File: src/rtl/key_pkg.sv
// Shared types and helpers for the key-to-digit input stage.
package key_pkg;

    typedef enum logic [2:0] {
        IDLE,
        DEB_PRESS,
        HELD,
        REPEAT,
        DEB_REL
    } key_state_t;

    localparam logic [3:0] DIGIT_MAX = 4'd9;

    // Bits needed to hold values 0..n (never narrower than one bit).
    function automatic int cnt_w(input int n);
        return (n < 1) ? 1 : $clog2(n + 1);
    endfunction

endpackage

File: src/rtl/key_digit_input_if.sv
// Link between a key debouncer and the controller that consumes its result.
interface key_digit_input_if;
    logic key_n;    // raw active-low key, asynchronous
    logic pressed;  // synchronized sample, active high
    logic held;     // debouncer sits in its stable-pressed state
    logic level;    // debounced level (pressed, including release debounce)
    logic press;    // one-cycle pulse on the accepting sample edge

    modport deb (input key_n, output pressed, held, level, press);
    modport ctl (output key_n, input pressed, held, level, press);
endinterface

File: src/rtl/key_debounce.sv
// Two-flop synchronizer plus press/release debouncer, advanced only on SMP.
module key_debounce
    import key_pkg::*;
#(
    parameter int DEB_CNT = 4
) (
    input  logic             clk_i,
    input  logic             rst_ni,
    input  logic             smp_i,
    key_digit_input_if.deb   bus
);

    localparam int            CW       = cnt_w(DEB_CNT);
    localparam logic [CW-1:0] DEB_LAST = CW'(DEB_CNT - 1);

    logic          sync1_q, sync2_q;
    logic          pressed;
    key_state_t    state_q;
    logic [CW-1:0] cnt_q;

    always_ff @(posedge clk_i or negedge rst_ni) begin
        if (!rst_ni) begin
            sync1_q <= 1'b1;
            sync2_q <= 1'b1;
        end else begin
            sync1_q <= bus.key_n;
            sync2_q <= sync1_q;
        end
    end

    assign pressed     = ~sync2_q;
    assign bus.pressed = pressed;
    assign bus.held    = (state_q == HELD);
    assign bus.level   = (state_q == HELD) || (state_q == DEB_REL);

    // Decoded from current state so the digit can change on the accepting edge itself.
    assign bus.press = smp_i && pressed &&
                       (((state_q == IDLE) && (DEB_CNT == 1)) ||
                        ((state_q == DEB_PRESS) && (cnt_q == DEB_LAST)));

    always_ff @(posedge clk_i or negedge rst_ni) begin
        if (!rst_ni) begin
            state_q <= IDLE;
            cnt_q   <= '0;
        end else if (smp_i) begin
            case (state_q)
                IDLE: begin
                    if (pressed) begin
                        if (DEB_CNT == 1) begin
                            state_q <= HELD;
                        end else begin
                            state_q <= DEB_PRESS;
                            cnt_q   <= CW'(1);
                        end
                    end
                end
                DEB_PRESS: begin
                    if (!pressed) begin
                        state_q <= IDLE;
                        cnt_q   <= '0;
                    end else if (cnt_q == DEB_LAST) begin
                        state_q <= HELD;
                        cnt_q   <= '0;
                    end else begin
                        cnt_q <= cnt_q + CW'(1);
                    end
                end
                HELD: begin
                    if (!pressed) begin
                        if (DEB_CNT == 1) begin
                            state_q <= IDLE;
                        end else begin
                            state_q <= DEB_REL;
                            cnt_q   <= CW'(1);
                        end
                    end
                end
                DEB_REL: begin
                    if (pressed) begin
                        state_q <= HELD;
                        cnt_q   <= '0;
                    end else if (cnt_q == DEB_LAST) begin
                        state_q <= IDLE;
                        cnt_q   <= '0;
                    end else begin
                        cnt_q <= cnt_q + CW'(1);
                    end
                end
                default: begin
                    state_q <= IDLE;
                    cnt_q   <= '0;
                end
            endcase
        end
    end

endmodule

File: src/rtl/key_digit_input.sv
// Debounced increment/clear keys driving a single decimal digit with auto-repeat.
module key_digit_input
    import key_pkg::*;
#(
    parameter int SAMPLE_DIV  = 250000,
    parameter int DEB_CNT     = 4,
    parameter int REPEAT_DLY  = 100,
    parameter int REPEAT_RATE = 20
) (
    input  logic       CLK,
    input  logic       nRST,
    input  logic       nKEY_INC,
    input  logic       nKEY_CLR,
    output logic [3:0] DOUT,
    output logic       UPD
);

    localparam int            PW        = cnt_w(SAMPLE_DIV - 1);
    localparam logic [PW-1:0] PRE_LAST  = PW'(SAMPLE_DIV - 1);
    localparam int            HW        = cnt_w(REPEAT_DLY);
    localparam logic [HW-1:0] HOLD_LAST = HW'(REPEAT_DLY - 1);
    localparam int            RW        = cnt_w(REPEAT_RATE);
    localparam logic [RW-1:0] RATE_LAST = RW'(REPEAT_RATE - 1);

    logic [PW-1:0] pre_q;
    logic          smp;

    key_state_t    rep_state_q;
    logic [HW-1:0] hold_q;
    logic [RW-1:0] rate_q;
    logic          rep_inc;
    logic          hold_smp;

    logic [3:0]    dout_q, dout_d;
    logic          upd_q, upd_d;

    key_digit_input_if inc_bus ();
    key_digit_input_if clr_bus ();

    assign inc_bus.key_n = nKEY_INC;
    assign clr_bus.key_n = nKEY_CLR;

    always_ff @(posedge CLK or negedge nRST) begin
        if (!nRST) begin
            pre_q <= '0;
        end else if (smp) begin
            pre_q <= '0;
        end else begin
            pre_q <= pre_q + PW'(1);
        end
    end

    assign smp = (pre_q == PRE_LAST);

    key_debounce #(.DEB_CNT(DEB_CNT)) u_inc_deb (
        .clk_i  (CLK),
        .rst_ni (nRST),
        .smp_i  (smp),
        .bus    (inc_bus)
    );

    key_debounce #(.DEB_CNT(DEB_CNT)) u_clr_deb (
        .clk_i  (CLK),
        .rst_ni (nRST),
        .smp_i  (smp),
        .bus    (clr_bus)
    );

    // Only samples taken while stable-pressed advance hold/rate; the sample that
    // bounces back from release debounce is excluded.
    assign hold_smp = smp && inc_bus.held && inc_bus.pressed && !inc_bus.press;
    assign rep_inc  = hold_smp && (rep_state_q == REPEAT) && (rate_q == RATE_LAST);

    always_ff @(posedge CLK or negedge nRST) begin
        if (!nRST) begin
            rep_state_q <= IDLE;
            hold_q      <= '0;
            rate_q      <= '0;
        end else if (smp) begin
            if (inc_bus.press) begin
                rep_state_q <= HELD;
                hold_q      <= '0;
                rate_q      <= '0;
            end else if (hold_smp) begin
                if (rep_state_q == HELD) begin
                    hold_q <= hold_q + HW'(1);
                    if (hold_q == HOLD_LAST) begin
                        rep_state_q <= REPEAT;
                        rate_q      <= '0;
                    end
                end else if (rep_state_q == REPEAT) begin
                    rate_q <= (rate_q == RATE_LAST) ? '0 : rate_q + RW'(1);
                end
            end else if (!inc_bus.level) begin
                rep_state_q <= IDLE;
            end
        end
    end

    // Clear has priority over any increment landing on the same edge.
    always_comb begin
        dout_d = dout_q;
        upd_d  = 1'b0;
        if (clr_bus.press) begin
            dout_d = 4'd0;
            upd_d  = 1'b1;
        end else if (inc_bus.press || rep_inc) begin
            dout_d = (dout_q >= DIGIT_MAX) ? 4'd0 : dout_q + 4'd1;
            upd_d  = 1'b1;
        end
    end

    always_ff @(posedge CLK or negedge nRST) begin
        if (!nRST) begin
            dout_q <= 4'd0;
            upd_q  <= 1'b0;
        end else begin
            dout_q <= dout_d;
            upd_q  <= upd_d;
        end
    end

    assign DOUT = dout_q;
    assign UPD  = upd_q;

endmodule

File: config.mk
export PLATFORM = sky130hd
export DESIGN_NAME = key_digit_input
export DESIGN_NICKNAME = d
export VERILOG_FILES = /design/src/rtl/key_pkg.sv /design/src/rtl/key_digit_input_if.sv /design/src/rtl/key_debounce.sv /design/src/rtl/key_digit_input.sv
export SDC_FILE = /design/constraint.sdc
export NUM_CORES = 1
export LEC_CHECK = 0
export CORE_ASPECT_RATIO = 0.9
export CORE_MARGIN = 2
export CORE_UTILIZATION = 40
export CTS_BUF_LIST = sky130_fd_sc_hd__clkbuf_8
export CTS_CLUSTER_SIZE = 28
export DETAILED_ROUTE_END_ITERATION = 10
export PLACE_DENSITY = 0.64
export SLEW_MARGIN = 20
export SYNTH_ARGS = -nofsm -noshare
export SYNTH_HDL_FRONTEND = slang
export SYNTH_HIERARCHICAL = 1
export SYNTH_SLANG_ARGS = --single-unit
File: constraint.sdc
create_clock -name CLK -period 6.6 [get_ports CLK]
set_clock_uncertainty 0.15 [all_clocks]
set_input_delay 0.66 -clock CLK [delete_from_list [all_inputs] [get_ports CLK]]
set_output_delay 0.66 -clock CLK [all_outputs]
set_load 0.005 [all_outputs]
Word level (Yosys, flattened, before mapping)

Cells that the tools add are included.

Flip-flop bits (word level): 54
Bits in latches: 0
Bits in writable memories: 0
ROM bits: 0
Output and inout port bits: 5
Logic and storage cells: 119
Memories kept: 0

Add/sub/neg operators: 6
Multiply operators: 0
Divide/modulo/power cells: 0
Order comparisons: 1
Eq/ne operators: 25
Shift operators: 0
Muxes and demuxes: 44
Bitwise operators: 2
Reductions and logical operators: 27

Operators with widths:

| cell                                                                  | count |
|---|---|
| 3-bit two-way mux                                                     | 25 |
| 3-bit one-hot mux with 4 select lines                                 | 4 |
| 5-bit two-way mux                                                     | 6 |
| 7-bit two-way mux                                                     | 3 |
| 18-bit by 1-bit adder with 18-bit output, second input constant       | 1 |
| 18-bit equality test, second input constant                           | 1 |
| 3-bit by 2-bit equality test with 1-bit output, second input constant | 6 |
| 18-bit two-way mux                                                    | 1 |
| 4-bit two-way mux                                                     | 3 |
| 3-bit by 2-bit != test with 1-bit output, second input constant       | 4 |
| 1-bit logical AND                                                     | 11 |
| 5-bit AND reduction                                                   | 2 |
| 3-bit AND reduction                                                   | 3 |
| 4-bit AND reduction                                                   | 2 |
| 7-bit by 1-bit adder with 7-bit output, second input constant         | 1 |
| 7-bit equality test, second input constant                            | 1 |
| 3-bit by 1-bit adder with 3-bit output, second input constant         | 2 |
| 3-bit by 1-bit equality test with 1-bit output, second input constant | 2 |
| 3-bit equality test, second input constant                            | 2 |
| 3-bit zero test                                                       | 2 |
| 3-bit by 1-bit != test with 1-bit output, second input constant       | 2 |
| 3-bit != test, second input constant                                  | 2 |
| 2-bit nonzero test                                                    | 3 |
| 5-bit by 1-bit adder with 5-bit output, second input constant         | 1 |
| 10 further kinds                                                      | 15 |

Logic depth before layout (Yosys ltp)

Gate-level depths: netlist (run 1).

Depth after elaboration: 10
Gate-level depth with buffers: 13

Modules after synthesis

Netlist (run 1), hierarchy kept.

By module, submodules not included:

| module          | instances | cells an instance | area each (sq um) | seq. area each (sq um) |
|---|---|---|---|---|
| key_digit_input | 1         | 206               | 2148.3            | 925.9 |
| key_debounce    | 2         | 51                | 499.2             | 202.7 |

Worst setup path after synthesis (run 1)

No wires, ideal clock.

Kind: register to register
Start: register pre_q[5]
End: register rate_q[2]
Arrival: 3.053 ns
Data required time: 6.318 ns
Slack: 3.265 ns
Stages on the path, launching flop included: 14
Cells stage by stage: dfrtp_1 > buf_6 > nor4_2 > nand3_2 > nor2_4 > buf_6 > clkbuf_1 > nor2b_1 > nand2_1 > nor3_1 > clkbuf_1 > o22ai_2 > o31ai_1 > o31ai_1

Cells in the longest elaborated chain, start to end: 7

RTL lines:

| element                            | RTL line                | text |
|---|---|---|
| start, declared                    | key_digit_input.sv:25   | `logic [PW-1:0] pre_q;` |
| start signal, assigned             | key_digit_input.sv:49   | `pre_q <= pre_q + PW'(1);` |
| 18-bit equality test (*)           | key_digit_input.sv:53   | `assign smp = (pre_q == PRE_LAST);` |
| named net smp                      | key_digit_input.sv:26   | `logic smp;` |
| 1-bit logical AND (*) (2 in a row) | key_debounce.sv:37      | `assign bus.press = smp_i && pressed &&` |
| named net inc_bus.press            | key_digit_input_if.sv:7 | `logic press;` |
| 1-bit zero test                    | key_digit_input.sv:71   | `assign hold_smp = smp && inc_bus.held && inc_bus.pressed && !inc_bus.press;` |
| 1-bit logical AND                  | key_digit_input.sv:71   |  |
| 2-bit nonzero test (no line)       | n/a                     |  |
| 4-bit AND reduction (no line)      | n/a                     |  |
| end signal, assigned               | key_digit_input.sv:92   | `rate_q <= (rate_q == RATE_LAST) ? '0 : rate_q + RW'(1);` |
| end, declared                      | key_digit_input.sv:30   | `logic [RW-1:0] rate_q;` |

Mark *: on every way through the listed nets, which the timed path passes. The rest lies on a longest branch.
A chain may end at the register's enable or synchronous reset.

Worst setup path in the final report (run 1)

Start: register pre_q[0]
End: register rate_q[3]

Cells in the longest elaborated chain, start to end: 7

RTL lines:

| element                            | RTL line |
|---|---|
| 18-bit equality test (*)           | key_digit_input.sv:53 |
| 1-bit logical AND (*) (2 in a row) | key_debounce.sv:37 |
| named net inc_bus.press            | key_digit_input_if.sv:7 |
| 1-bit zero test                    | key_digit_input.sv:71 |
| 1-bit logical AND                  | key_digit_input.sv:71 |
| 2-bit nonzero test (no line)       | n/a |
| 4-bit AND reduction (no line)      | n/a |

Marked as above.

==> flow_metrics.py, run 1 <==
metrics = {
    "global_routing": {
        "overflow": 0,
        "grt_max_degree": 54,
        "grt_pass1_vias": 2237,
        "antenna_found_initial": 0,
        "track_usage_pct": 15.3,
        "grt_pass1_wl_um": 10700,
    },
    "layout": {
        "fin_util_pct": 43.8,
        "multi_input_comb_area_um2": 1630,
        "n_fill_cell": 731,
        "syn2layout_area_growth_pct": 6.08,
        "layout-drive-gt1-share_pct": 12.1,
        "diodes": 0,
        "register_area_um2": 1330,
        "fin_cells": 403,
        "nets": 318,
    },
    "yosys": {
        "avgSynthCellArea_um2": 10.3,
        "synth_area_um2": 3130,
        "synth_nets": 317,
        "synth_warnings": 6,
        "syn_inst": 305,
    },
    "die": {
        "die-area_um2": 8550,
        "rows": 30,
        "die_x_um": 97.3,
        "ioPinCount": 9,
        "die_h_um": 87.9,
        "start_util_pct": 41.3,
        "core_um2": 7580,
    },
    "placed_design": {
        "dp_hpwl_um": 4210,
        "placedCellCount": 395,
        "gp_congestion": 0.817,
        "numPortBuffers": 8,
        "dp_slack_ps": 2790,
    },
    "clock_tree": {
        "cts_tree": "yes",
        "clockBufferDepth": 2,
        "cts_setup_buffers": 0,
        "worstSkewPairLatency_ps": 310,
        "cts_made_buffers": 5,
        "cts-hold-fix-buffers": 0,
        "cts-htree-levels": 2,
        "ctsRootBufferMaster": "clkbuf_8",
        "cts.sinks": 53,
        "cts_resized": 0,
        "clk_pin_slew_ps": 90,
    },
    "setup_path": {
        "critPathLaunch": "pre_q[0]",
        "worstPathMaxFanout": 32,
        "worst_setup_path_start_kind": "register",
        "worstSetupPathType": "register to register",
        "crit_path_end_kind": "register",
        "arrival_ps": 3900,
        "reg2reg_from": "pre_q[0]",
        "worstPathRequired_ps": 6630,
    },
    "detailed_routing": {
        "drc": 0,
        "drtAntennaViolNets": 0,
        "drt_iter0_drc": 147,
        "first_pass_iters": 4,
        "wl_per_cell_um": 15.0,
        "vias": 2333,
        "wl_um": 6060,
        "via_per_inst": 5.79,
    },
    "power": {
        "irDropWorstVdd_mv": 0.0881,
        "powerDensity_nw_per_um2": 158,
        "total_leakage_power_nw": 1.41,
    },
    "sta": {
        "hold_viol": 0,
        "period_needed_ps": 3870,
        "rsz0062_at_grt": "false",
        "finalMaxSlewViolations": 0,
        "fin_ws_ps": 2730,
        "timing.hold.ws_ps": 210,
        "max_freq_ghz": 0.258,
        "finalSetupViolations": 0,
        "period_share_pct": 58.7,
        "tns_ps": 0,
        "relSlewSlack_pct": 30.8,
        "worst_slew_pin_slew_ps": 1030,
    },
    "job": {
        "drv_cap": 0,
    },
    "outcome": {
        "run_status": "complete, no violations",
    },
    "worst_hold_path": {
        "min_path_type": "register to register",
        "hp-start": "u_inc_deb/sync1_q",
    },
}
## cells in the final DEF (no fill, tap or decap), types with 3 or more instances in the layout
master / n
nand2b_1: 6
clkbuf_8: 6
clkdlybuf4s50_1: 7
o22ai_1: 6
nand3_1: 10
xnor2_1: 11
a31oi_1: 3
dfrtp_1: 49
a32oi_1: 5
and2_1: 3
o21ai_1: 5
dfstp_2: 4
nor4_1: 4
nor3_1: 9
o2bb2ai_1: 7
xor2_1: 6
nor3b_1: 3
inv_1: 19
nand2_1: 16
nor2_1: 20
o31ai_1: 9
nor3_2: 4
a21oi_1: 10
ha_1: 8
nor2b_1: 8
nand4_1: 8
## registers in the layout (all words and copies together) (netlist names)
register and flops:
UPD 1, u_inc_deb/sync2_q 1, rate_q 5, u_inc_deb/cnt_q 3
rep_state_q 2, u_clr_deb/sync1_q 1, DOUT 4, u_inc_deb/sync1_q 1
u_inc_deb/state_q 3, u_clr_deb/sync2_q 1, u_clr_deb/state_q 3, u_clr_deb/cnt_q 3
pre_q 18, hold_q 7
## report_power, final
part	total (W)	internal [W]	switching [W]
combinational	0.0000117	0.00000342	0.00000823
clock	0.000183	0.0000827	0.000100
sequential	0.000329	0.000327	0.00000194
total	0.000523	0.000413	0.000111
## area by class of cell
| class | count | area share (%) |
|---|---|---|
| Timing Repair Buffer | 9 | 2.49 |
| Sequential cell | 53 | 40.1 |
| Clock inverter | 2 | 0.226 |
| Inverter | 17 | 1.92 |
| Tap cell | 96 | 3.62 |
| Clock buffer | 6 | 2.49 |
| Multi-Input combinational cell | 220 | 49.2 |
## metal layers
metal / GRT usage (%) / routed length (um)
met5: 0 / 0
met3: 2.87 / 197
met4: 4.29 / 57
met2: 24.2 / 2760
met1: 21.8 / 3050
## per-stage QoR
step / total power, W / instance area, um^2
final: 0.000523 / 3320
after global routing: 0.000548 / 3320
after CTS: 0.000531 / 3320
after detailed placement: 0.000347 / 3230
after global placement: 0.000347 / 3230
after floorplan: 0.000339 / 3130
## worst paths after layout
path                                 endpoint  slack, ps  cells after the start
setup / recovery                    rate_q[3]       2730                     11
hold / removal              u_inc_deb/sync2_q        210                      0
setup reg to reg                    rate_q[3]       2730                     11
hold reg to reg             u_inc_deb/sync2_q        210                      0
max in group asynchronous           hold_q[5]       5530                      2
min in group asynchronous  u_inc_deb/cnt_q[0]        300                      2
## worst max-delay path, cell delays in order, from the launching register on
cell      delay, ps
dfrtp_1         400
ha_1            230
and3_1          270
nand3_2         150
nor2_4          600
nor2b_1         290
nand2_1         110
nor3_2          790
nand2b_1        240
o22ai_2         110
o31ai_1         290
o31ai_1         100
Note: power is estimated with default switching activity, not from simulation.
==> run 2, diff against run 1 <==
==> constraint.sdc (replaced) <==
create_clock -name CLK -period 3.57 [get_ports CLK]
set_clock_uncertainty 0.15 [all_clocks]
set_input_delay 0.357 -clock CLK [delete_from_list [all_inputs] [get_ports CLK]]
set_output_delay 0.357 -clock CLK [all_outputs]
set_load 0.005 [all_outputs]
==> run 2 against run 1 <==
Effect of this change:
- critical path depth is the same
- clock power grew 80%
- global-route usage grew 0.26 points
- combinational power grew 93%
- sequential share of layout area shrank 0.31 points
- sequential power grew 84%
- register-to-register slack lost 2200 ps
- critical path type unchanged
- count of clock-buffer cells in the layout shrank 1
- via count shrank 0.30%
- power grew 83%
- design area grew 0.79%
==> flow_metrics.py, run 2 (synthesis results as in run 1) <==
metrics = {
    "layout": {
        "regMostFlops": "pre_q",
        "final_common_cell": "dfrtp_1",
        "syn2layout_area_growth_pct": 6.91,
        "largest_reg_flops": 18,
        "nets": 322,
        "fin_cells": 407,
        "register_area_um2": 1330,
        "multi_input_comb_area_um2": 1630,
        "diodes": 0,
        "layout-drive-gt1-share_pct": 12.9,
        "largestRegisters": "pre_q (18), hold_q (7), rate_q (5)",
        "n_fill_cell": 737,
        "final_cell_mix": "dfrtp_1 (49), nor2_1 (20), inv_1 (19)",
    },
    "power": {
        "powerDensity_nw_per_um2": 287,
        "total_leakage_power_nw": 1.42,
        "irDropWorstVdd_mv": 0.168,
        "power_w": 0.000959,
    },
    "global_routing": {
        "track_usage_pct": 15.6,
        "overflow": 0,
        "grt_pass1_wl_um": 10900,
        "antenna_found_initial": 0,
        "grt_pass1_vias": 2338,
        "grt_max_degree": 35,
    },
    "clock_tree": {
        "cts-htree-levels": 2,
        "clk_pin_slew_ps": 90,
        "cts_setup_buffers": 0,
        "cts_made_buffers": 5,
        "clockBufferDepth": 2,
        "cts-hold-fix-buffers": 1,
        "cts_resized": 0,
        "cts.sinks": 53,
        "cts_tree": "yes",
        "worstSkewPairLatency_ps": 310,
        "ctsRootBufferMaster": "clkbuf_8",
    },
    "worst_hold_path": {
        "hold_end": "u_clr_deb/sync2_q",
        "whs_path_depth": 0,
        "min_path_type": "register to register",
        "hp-start": "u_clr_deb/sync1_q",
    },
    "die": {
        "die_x_um": 97.3,
        "rows": 30,
        "start_util_pct": 41.3,
        "ioPinCount": 9,
        "die_h_um": 87.9,
        "core_um2": 7580,
        "die-area_um2": 8550,
    },
    "setup_path": {
        "worst_setup_path_start_kind": "register",
        "worstPathMaxFanout": 12,
        "reg2reg_depth": 11,
        "r2r_slack_ps": 490,
        "crit_path_end_kind": "register",
        "worstPathRequired_ps": 3610,
        "worstSetupPathType": "register to register",
        "arrival_ps": 3120,
        "reg2reg_from": "pre_q[0]",
        "timing.rr.end": "rate_q[3]",
    },
    "outcome": {
        "run_status": "complete, no violations",
    },
    "placed_design": {
        "gp_congestion": 0.812,
        "dp_hpwl_um": 4360,
        "placedCellCount": 398,
        "numPortBuffers": 8,
    },
    "detailed_routing": {
        "vias": 2326,
        "drc": 0,
        "via_per_inst": 5.71,
        "wl_per_cell_um": 15.1,
        "drt_iter0_drc": 172,
        "drtAntennaViolNets": 0,
        "wl_um": 6150,
        "first_pass_iters": 4,
    },
    "sta": {
        "worst_slew_pin_slew_ps": 792,
        "max_freq_ghz": 0.325,
        "period_needed_ps": 3080,
        "finalMaxSlewViolations": 0,
        "finalSetupViolations": 0,
        "period_share_pct": 86.2,
        "relSlewSlack_pct": 47.2,
        "rsz0062_at_grt": "false",
        "hold_viol": 0,
        "tns_ps": 0,
    },
    "job": {
        "drv_cap": 0,
    },
}
[run 2: cell types whose count changed in the layout (fill, tap and decap cells not counted), sizes merged]
cell         previous run  this run
buf                     2         5
clkbuf                  6         5
clkinvlp                0         1
dlygate4sd3             0         1
[run 2: metrics by stage]
step / cell area [um^2] / hold WS, ps / worst slack [ps] / util, %
5_1_grt: 3350 / 220 / 138 / 44.1
2_1_floorplan: 3130 / -88.6 / 235 / -
6_report: 3350 / 210 / 493 / 44.1
3_3_place_gp: 3250 / 196 / 637 / 42.9
4_1_cts: 3350 / 211 / 509 / 44.1
3_5_place_dp: 3250 / 198 / 572 / 42.9
[run 2: final cells by class]
class	count	share of cell area, %
well taps	96	3.59
flip-flops and latches	53	39.8
inverters	17	1.91
repair buffers	13	3.44
clock buffers	5	2.06
multi-input cells	220	48.8
clock inverters	3	0.449
[run 2: per-layer routing]
layer | vias to the layer above | share of wire (%) | track usage, %
li1 | 1142 | - | -
met1 | 1144 | 48 | 20.5
met2 | 32 | 48 | 26.3
met3 | 8 | 2.5 | 2.87
met4 | 0 | 1.4 | 5.30
met5 | - | 0 | 0
[run 2: worst max path at each step]
stage             start  cells past startpoint         to  slack, ps
5_1_grt        pre_q[5]                     10  rate_q[3]        140
4_1_cts        pre_q[0]                     11  rate_q[2]        510
6_report       pre_q[0]                     11  rate_q[3]        490
3_5_place_dp   pre_q[0]                     11  rate_q[2]        570
3_3_place_gp   pre_q[5]                     10  rate_q[3]        640
2_1_floorplan  pre_q[5]                     13  rate_q[2]        230
[run 2: power breakdown]
part	total (W)	switching (W)	internal [W]
logic	0.0000226	0.0000156	0.00000703
clock network	0.000329	0.000196	0.000134
registers	0.000607	0.00000334	0.000604
[run 2: worst max-delay path: stages, from the launching register on]
cell,delay (ps)
dfrtp_1,390
ha_1,240
and3_1,290
nand3_2,160
nor2_4,270
nor2b_1,250
nand2_1,120
nor3_2,390
nand2b_1,210
o22ai_2,110
o31ai_1,260
o31ai_1,100
==> run 3, diff against run 2 <==
--- a/config.mk
+++ b/config.mk
@@ -12,6 +12,7 @@
 export CTS_CLUSTER_SIZE = 28
 export DETAILED_ROUTE_END_ITERATION = 10
 export PLACE_DENSITY = 0.64
+export SKIP_LAST_GASP = 1
 export SLEW_MARGIN = 20
 export SYNTH_ARGS = -nofsm -noshare
 export SYNTH_HDL_FRONTEND = slang
==> constraint.sdc (replaced) <==
create_clock -name CLK -period 3.4 [get_ports CLK]
set_clock_uncertainty 0.15 [all_clocks]
set_input_delay 0.34 -clock CLK [delete_from_list [all_inputs] [get_ports CLK]]
set_output_delay 0.34 -clock CLK [all_outputs]
set_load 0.005 [all_outputs]
==> run 3 against run 2 <==
Effect of this change:
- sequential cell count did not move
- cell count unchanged
- via count increased by 0.17%
- power up 7.4%
- sequential share of layout area down 0.12 points
- die area stayed put
- critical path type unchanged
- critical path depth unchanged
- global-route usage shrank 0.25 points
==> flow_metrics.py, run 3 (synthesis results as in run 1) <==
metrics = {
    "die": {
        "die_x_um": 97.3,
        "rows": 30,
        "ioPinCount": 9,
        "start_util_pct": 41.3,
        "core_um2": 7580,
        "die_h_um": 87.9,
        "die-area_um2": 8550,
    },
    "placed_design": {
        "numPortBuffers": 8,
        "dp_slack_ps": 511,
        "gp_congestion": 0.818,
        "placedCellCount": 398,
        "dp_hpwl_um": 4420,
    },
    "global_routing": {
        "grt_pass1_wl_um": 10800,
        "grt_max_degree": 31,
        "grt_pass1_vias": 2243,
        "track_usage_pct": 15.3,
        "overflow": 0,
        "antenna_found_initial": 0,
    },
    "detailed_routing": {
        "drc": 0,
        "wl_per_cell_um": 15.4,
        "via_per_inst": 5.72,
        "first_pass_iters": 4,
        "drtAntennaViolNets": 0,
        "drt_iter0_drc": 159,
        "wl_um": 6280,
        "vias": 2330,
    },
    "setup_path": {
        "worstPathRequired_ps": 3440,
        "path_delay_family": "simple AND/OR/NAND/NOR gates",
        "arrival_ps": 3000,
        "crit_path_end_kind": "register",
        "worstSetupPathType": "register to register",
        "cpPeakStageDelay_ps": 470,
        "critPathBufInv": 1,
        "worstPathMaxFanout": 13,
        "cp_cell_sequence": "ha_1, and3_1, nand3_2, nor2_4, buf_4, nor2b_1, nand2_1, nor3_1, a21oi_1, a31oi_1, o21ai_1",
        "worst_setup_path_start_kind": "register",
        "cp_slowest_cell": "nor3_1",
    },
    "layout": {
        "layout-drive-gt1-share_pct": 13.2,
        "regMostFlops": "pre_q",
        "nets": 322,
        "multi_input_comb_area_um2": 1630,
        "fin_cells": 407,
        "diodes": 0,
        "n_fill_cell": 721,
        "register_area_um2": 1330,
        "final_common_cell": "dfrtp_1",
        "final_cell_mix": "dfrtp_1 (49), nor2_1 (20), inv_1 (18)",
        "largestRegisters": "pre_q (18), hold_q (7), rate_q (5)",
        "syn2layout_area_growth_pct": 7.23,
        "largest_reg_flops": 18,
        "fin_util_pct": 44.3,
    },
    "clock_tree": {
        "cts_made_buffers": 5,
        "ctsRootBufferMaster": "clkbuf_8",
        "cts-hold-fix-buffers": 1,
        "cts_tree": "yes",
        "cts.sinks": 53,
        "worstSkewPairLatency_ps": 300,
        "cts_resized": 0,
        "cts_setup_buffers": 0,
        "clockBufferDepth": 2,
        "clk_pin_slew_ps": 100,
        "cts-htree-levels": 2,
    },
    "power": {
        "power_w": 0.00103,
        "p_switching_w": 0.000225,
        "irDropWorstVdd_mv": 0.164,
        "clock_power_share_pct": 35.7,
        "p_seq_share_pct": 62.0,
        "powerDensity_nw_per_um2": 307,
        "swShare_pct": 21.9,
        "comb_power_share_pct": 2.3,
        "total_leakage_power_nw": 1.42,
        "p_int_w": 0.000805,
    },
    "sta": {
        "period_share_pct": 87.1,
        "relSlewSlack_pct": 54.3,
        "rsz0062_at_grt": "false",
        "worst_slew_pin_slew_ps": 685,
        "hold_viol": 0,
        "finalSetupViolations": 0,
        "finalMaxSlewViolations": 0,
        "tns_ps": 0,
        "period_needed_ps": 2960,
        "fin_ws_ps": 439,
        "max_freq_ghz": 0.338,
    },
    "outcome": {
        "run_status": "complete, no violations",
    },
    "job": {
        "drv_cap": 0,
    },
    "worst_hold_path": {
        "min_path_type": "register to register",
    },
}
-- run 3: cell count changes in the layout (fill, tap and decap cells not counted), sizes merged --
cell,before,now
clkbuf,5,6
inv,19,18
-- run 3: routing by layer --
metal	routed length, um	up-vias	global-route usage [%]
li1	-	1154	-
met2	2770	31	23.7
met4	10	0	3.03
met5	0	-	0
met1	3320	1143	22.6
met3	177	2	3.11
-- run 3: per-stage QoR --
step | hold slack, ps | instance area (um^2)
after floorplan | -106 | 3130
after global placement | 195 | 3250
after detailed placement | 198 | 3250
after CTS | 212 | 3360
after global routing | 218 | 3360
final | 211 | 3360
-- run 3: path summary, 6_finish.rpt --
kind	end	cells past startpoint	slack, ps	startpoint
max in group asynchronous	u_clr_deb/sync2_q	3	1830	nRST
worst min register to register	u_inc_deb/sync2_q	0	210	u_inc_deb/sync1_q
worst max-delay path	DOUT[2]	11	440	pre_q[0]
worst min-delay path	u_inc_deb/sync2_q	0	210	u_inc_deb/sync1_q
min in group asynchronous	rate_q[2]	2	450	nRST
worst max register to register	DOUT[2]	11	440	pre_q[0]
-- run 3: layout make-up --
cell class	instances	area share [%]
tap	96	3.58
timing repair buffer	13	3.43
clock inverter	2	0.335
inverter	17	1.90
multi-input combinational	220	48.6
sequential	53	39.7
clock buffer	6	2.46
-- run 3: power groups by stage --
| stage | logic (W) | clock network [W] | registers, W |
|---|---|---|---|
| after floorplan | 0.0000108 | 0 | 0.000647 |
| after global placement | 0.0000239 | 0 | 0.000650 |
| after detailed placement | 0.0000242 | 0 | 0.000650 |
| after CTS | 0.0000252 | 0.000381 | 0.000638 |
| after global routing | 0.0000281 | 0.000404 | 0.000639 |
| final | 0.0000238 | 0.000368 | 0.000638 |
